File: src/rtl/alu_sequencer_pkg.sv
// Shared definitions for the ALU sequencer: command/state encodings, ALU select
// codes and instruction field positions.
package alu_sequencer_pkg;

  localparam int WIDTH_D   = 8;
  localparam int SELW_D    = 3;
  localparam int NUM_OPS_D = 4;
  localparam int INSTR_W   = 14;

  localparam logic [2:0] ALU_ADD = 3'b000;
  localparam logic [2:0] ALU_SUB = 3'b001;
  localparam logic [2:0] ALU_AND = 3'b010;
  localparam logic [2:0] ALU_OR  = 3'b011;

  typedef enum logic [1:0] {
    CMD_LDA  = 2'b00,
    CMD_LDB  = 2'b01,
    CMD_EXEC = 2'b10,
    CMD_OUT  = 2'b11
  } cmd_t;

  typedef enum logic [1:0] {
    ST_IDLE = 2'b00,
    ST_EXEC = 2'b01,
    ST_RESP = 2'b10
  } state_t;

  // instr = {cmd[13:12], sel[11:9], dst[8], imm[7:0]}
  localparam int CMD_HI  = 13;
  localparam int CMD_LO  = 12;
  localparam int SEL_HI  = 11;
  localparam int SEL_LO  = 9;
  localparam int DST_BIT = 8;
  localparam int IMM_HI  = 7;
  localparam int IMM_LO  = 0;

endpackage

File: src/rtl/alu_sequencer.sv
// Command sequencer for an external combinational ALU: two operand registers,
// a three-state IDLE/EXEC/RESP FSM and valid/ready command and response streams.
module alu_sequencer
  import alu_sequencer_pkg::*;
#(
  parameter int WIDTH   = WIDTH_D,
  parameter int SELW    = SELW_D,
  parameter int NUM_OPS = NUM_OPS_D
) (
  input  logic               clk,
  input  logic               rst_n,
  input  logic               instr_valid,
  output logic               instr_ready,
  input  logic [INSTR_W-1:0] instr,
  output logic [WIDTH-1:0]   alu_a,
  output logic [WIDTH-1:0]   alu_b,
  output logic [SELW-1:0]    alu_s,
  input  logic [WIDTH-1:0]   alu_out,
  output logic               res_valid,
  input  logic               res_ready,
  output logic [WIDTH-1:0]   res_data,
  output logic               res_zero,
  output logic               res_err,
  output state_t             dbg_state
);

  // Handshakes: a transfer happens on a rising edge where valid and ready are
  // both high. Ready never depends combinationally on the partner's valid.

  state_t           r_state;
  state_t           w_state_nxt;
  logic [WIDTH-1:0] r_a;
  logic [WIDTH-1:0] r_b;
  logic [SELW-1:0]  r_s;
  logic             r_dst;
  logic [WIDTH-1:0] r_res_data;
  logic             r_res_zero;
  logic             r_res_err;

  cmd_t             w_cmd;
  logic [SELW-1:0]  w_sel;
  logic             w_dst;
  logic [WIDTH-1:0] w_imm;
  logic             w_sel_ok;
  logic             w_accept;
  logic [WIDTH-1:0] w_out_val;

  assign w_cmd     = cmd_t'(instr[CMD_HI:CMD_LO]);
  assign w_sel     = SELW'(instr[SEL_HI:SEL_LO]);
  assign w_dst     = instr[DST_BIT];
  assign w_imm     = WIDTH'(instr[IMM_HI:IMM_LO]);
  assign w_sel_ok  = (int'(w_sel) < NUM_OPS);
  assign w_accept  = instr_valid && (r_state == ST_IDLE);
  assign w_out_val = w_dst ? r_b : r_a;

  always_comb begin
    w_state_nxt = r_state;
    case (r_state)
      ST_IDLE: begin
        if (instr_valid) begin
          case (w_cmd)
            CMD_EXEC: w_state_nxt = w_sel_ok ? ST_EXEC : ST_RESP;
            CMD_OUT:  w_state_nxt = ST_RESP;
            default:  w_state_nxt = ST_IDLE;
          endcase
        end
      end
      ST_EXEC: w_state_nxt = ST_RESP;
      ST_RESP: if (res_ready) w_state_nxt = ST_IDLE;
      default: w_state_nxt = ST_IDLE;
    endcase
  end

  always_ff @(posedge clk or negedge rst_n) begin
    if (!rst_n) begin
      r_state    <= ST_IDLE;
      r_a        <= '0;
      r_b        <= '0;
      r_s        <= '0;
      r_dst      <= 1'b0;
      r_res_data <= '0;
      r_res_zero <= 1'b0;
      r_res_err  <= 1'b0;
    end else begin
      r_state <= w_state_nxt;
      if (w_accept) begin
        case (w_cmd)
          CMD_LDA: r_a <= w_imm;
          CMD_LDB: r_b <= w_imm;
          CMD_EXEC: begin
            if (w_sel_ok) begin
              r_s   <= w_sel;
              r_dst <= w_dst;
            end else begin
              // Illegal select: report an error, leave operands and alu_s alone.
              r_res_data <= '0;
              r_res_zero <= 1'b0;
              r_res_err  <= 1'b1;
            end
          end
          default: begin
            r_res_data <= w_out_val;
            r_res_zero <= (w_out_val == '0);
            r_res_err  <= 1'b0;
          end
        endcase
      end else if (r_state == ST_EXEC) begin
        if (r_dst) r_b <= alu_out;
        else       r_a <= alu_out;
        r_res_data <= alu_out;
        r_res_zero <= (alu_out == '0);
        r_res_err  <= 1'b0;
      end
    end
  end

  assign instr_ready = (r_state == ST_IDLE);
  assign res_valid   = (r_state == ST_RESP);
  assign alu_a       = r_a;
  assign alu_b       = r_b;
  assign alu_s       = r_s;
  assign res_data    = r_res_data;
  assign res_zero    = r_res_zero;
  assign res_err     = r_res_err;
  assign dbg_state   = r_state;

endmodule

File: config.mk
export PLATFORM = sky130hd
export DESIGN_NAME = alu_sequencer
export DESIGN_NICKNAME = d
export VERILOG_FILES = /design/src/rtl/alu_sequencer_pkg.sv /design/src/rtl/alu_sequencer.sv
export SDC_FILE = /design/constraint.sdc
export NUM_CORES = 1
export LEC_CHECK = 0
export CAP_MARGIN = 20
export CORE_MARGIN = 4
export CORE_UTILIZATION = 41
export DETAILED_ROUTE_END_ITERATION = 10
export DONT_BUFFER_PORTS = 1
export GPL_TIMING_DRIVEN = 0
export PLACE_DENSITY_LB_ADDON = 0.25
export REMOVE_ABC_BUFFERS = 1
export SYNTH_ARGS = -nofsm -noshare
export SYNTH_HDL_FRONTEND = slang
export SYNTH_SLANG_ARGS = --single-unit
export TNS_END_PERCENT = 10
File: constraint.sdc
create_clock -name clk -period 1.9 [get_ports clk]
set_input_delay 0.095 -clock clk [delete_from_list [all_inputs] [get_ports clk]]
set_output_delay 0.095 -clock clk [all_outputs]
set_load 0.02 [all_outputs]
==> summary.txt <==
STA
  • Setup ws final: 85.6 ps
  • Post-Route Setup TNS: 0 ps
  • Max Fclk: 551 MHz
  • Slew Viols, Final: 0
  • Final period util: 0.955
  • Clock skew: 4.24 ps
  • Setup violations, final: 0
  • Min Tclk post-route: 1810 ps
  • RSZ-0062 raised after global routing: false
  • Actual slew at the worst max-slew pin: 708 ps
  • Final Hold Fails: 0
  • Hold WS: 16.6 ps
  • Max transition margin: 0.528

Synth
  • Synth top area share: 0.502
  • Post-Syn Instances: 149
  • Mapped Avg Cell Area: 10.7 µm²
  • Warnings from Yosys: 0
  • Yosys reg bits: 32
  • Synth top area cells: dfrtp_1 (50%), mux2i_1 (10%), a21oi_1 (7.5%)
  • Seq/Total Area, Yosys: 0.502
  • Synth area leader: dfrtp_1
  • Mapped cell area: ~1600 µm²
  • Number of distinct library cells after synthesis: 33

Place
  • Placed insts: between 150 and 200
  • Port bufs: 0
  • Dpl ws: -371 ps
  • Final HPWL DP: 2890 µm
  • GP Congestion: 0.775

Final layout
  • Ant diodes: 0
  • Commonest non-fill, non-tap cell in the layout: dfrtp_1
  • P&R area growth vs syn: 16.1%
  • Nets: 185
  • Most frequent cells in the layout: dfrtp_1 (30), nor2_1 (26), a21oi_1 (23)
  • Filler instances: between 300 and 400
  • Area of the multi-input gates: 743 µm²
  • FF+latch area: roughly 800 µm²
  • Post-Layout Cell Count: 208
  • Fraction of layout cells with a size suffix above 1: 0.144

Routing
  • Pre-antenna DRT Iters: 4
  • DRC: 0
  • Vias: 1183
  • Total wire length: 3880 µm
  • Routed len/inst: around 19 µm
  • Vias/cell: 5.69
  • Routed Antenna Nets: 0
  • Drt initial violations: 32

Worst setup path
  • Flop-to-flop setup slack: around 86 ps
  • Slowest cell on crit path: or4_1
  • Critical path data arrival time: 2020 ps
  • CP Capture Type: register
  • Worst EP required: 2110 ps
  • CP cell instances: or4_1 > o22a_1 > or3_1 > a31oi_1
  • Max Fanout on Critical Path: 4
  • WS Path Type: register to register
  • Crit path launch type: register
  • Crit path largest cell delay: 550 ps

CTS
  • Max Buffers Root-to-Sink: 2
  • CTS sink cnt: 32
  • Skew-Pair Late Insertion Delay: 280 ps
  • Register clock-pin slew on the reported worst setup and hold paths: 70 ps
  • TritonCTS clock tree: yes
  • TritonCTS Buffers: 5
  • CTS H-Tree Depth: 2
  • Root Driver: clkbuf_8

Floorplan
  • DIE HEIGHT: 70.4 µm
  • Initial Util: 0.430
  • Floorplan Core Area: 3720 µm²
  • DIE AREA: 4960 µm²
  • Chip width: between 70 and 80 µm
  • Boundary Pins: between 50 and 60
  • Row cnt: 22

Power
  • Pwr dens: 1330 nW/µm²
  • VDD IR max: 0.536 mV
  • PnR Total Power: 2.46 mW
  • LEAKAGE: 0.766 nW

Global route
  • Initial antenna violation count: 0
  • GR Overflow Total: 0
  • Pin count of the biggest net entering global routing: 33
  • GRT Overall Usage: 0.165
  • First-pass GRT wire length: 6300 µm
  • Vias in the first global route: 1213

Hold path
  • Worst hold path class: input pin to register

Outcome
  • Status: complete, no violations

Flow run
  • Max Cap Viol: 0
==> per-layer routing <==
metal / GRT usage / vias up / part of all wire
li1: - / 562 / -
met1: 0.196 / 580 / 0.41
met2: 0.255 / 32 / 0.49
met3: 0.0777 / 9 / 0.075
met4: 0.0702 / 0 / 0.024
met5: 0 / - / 0
==> worst paths after layout <==
path / from / end / cells after the start
setup / recovery: alu_a[3] / res_zero / 4
hold / removal: alu_out[6] / res_data[6] / 2
setup reg to reg: alu_a[3] / res_zero / 4
hold reg to reg: r_dst / r_dst / 1
max in group asynchronous: rst_n / dbg_state[1] / 2
min in group asynchronous: rst_n / alu_a[5] / 2
==> cell usage after synthesis <==
master	number
a21oi_4	1
a22oi_1	1
nor4_4	1
nor3_1	1
o211ai_1	1
nor2_1	27
nand2b_1	2
buf_2	1
or4_1	1
a21o_1	1
mux2i_1	16
or3_1	1
nor4_1	3
or4b_1	1
a21oi_2	2
nand3_1	1
a2bb2oi_1	8
o41ai_1	1
nor2b_1	2
buf_4	3
o22a_1	1
nand2_1	2
dfrtp_1	32
mux2_1	3
dlymetal6s2s_1	1
a21oi_1	24
or4b_4	1
o21ai_2	1
nand4bb_1	1
inv_1	4
a31oi_1	1
buf_6	2
nor3b_2	1
==> registers in the layout, summed over array words and instances (netlist names) <==
signal / flops
res_data: 8
alu_b: 8
res_err: 1
alu_s: 3
alu_a: 8
r_dst: 1
res_zero: 1
dbg_state: 2
==> cell type report <==
type | instances | area share
well taps | 48 | 0.0324
repair buffers | 10 | 0.0567
inverters | 4 | 0.00810
clock inverters | 1 | 0.0162
flip-flops and latches | 32 | 0.433
multi-input cells | 106 | 0.401
clock buffers | 7 | 0.0520
==> worst max-delay path, delay by kind of cell (launching register included) <==
kind             cells  cell delay [ps]
AO/OA/AOI/OAI        2              380
AND/OR/NAND/NOR      2              870
flip-flops           1              490
==> power breakdown <==
group	switching (mW)	total [mW]	leakage (nW)	internal, mW
Sequential	0.441	1.31	0.361	0.871
Combinational	0.221	0.440	0.340	0.219
Clock	0.247	0.709	0.0645	0.462
==> what timing repair did <==
item | CTS | global route
hold buffers | 8 | 0
pin swaps | 0 | 2
setup endpoints to repair | 25 | 23
resized for setup | 4 | 4
buffers inserted | 0 | 1
endpoints found under the hold margin | 39 | 0
==> logic make-up (layout without fill, tap and decap cells) <==
logic type	count (synthesis)	in the layout	share of synthesized area
buffers and inverters	11	22	0.0486
DFF	32	32	0.502
muxes	19	19	0.121
and+or+nand+nor	45	45	0.154
AOI/OAI and AO/OA	42	42	0.175
==> stage by stage <==
step / area, µm² / utilization
after floorplan: 1530 / -
after global placement: 1590 / 0.429
after detailed placement: 1600 / 0.431
after CTS: 1830 / 0.493
after global routing: 1850 / 0.499
final: 1850 / 0.499
(Power assumes the default switching activity.)
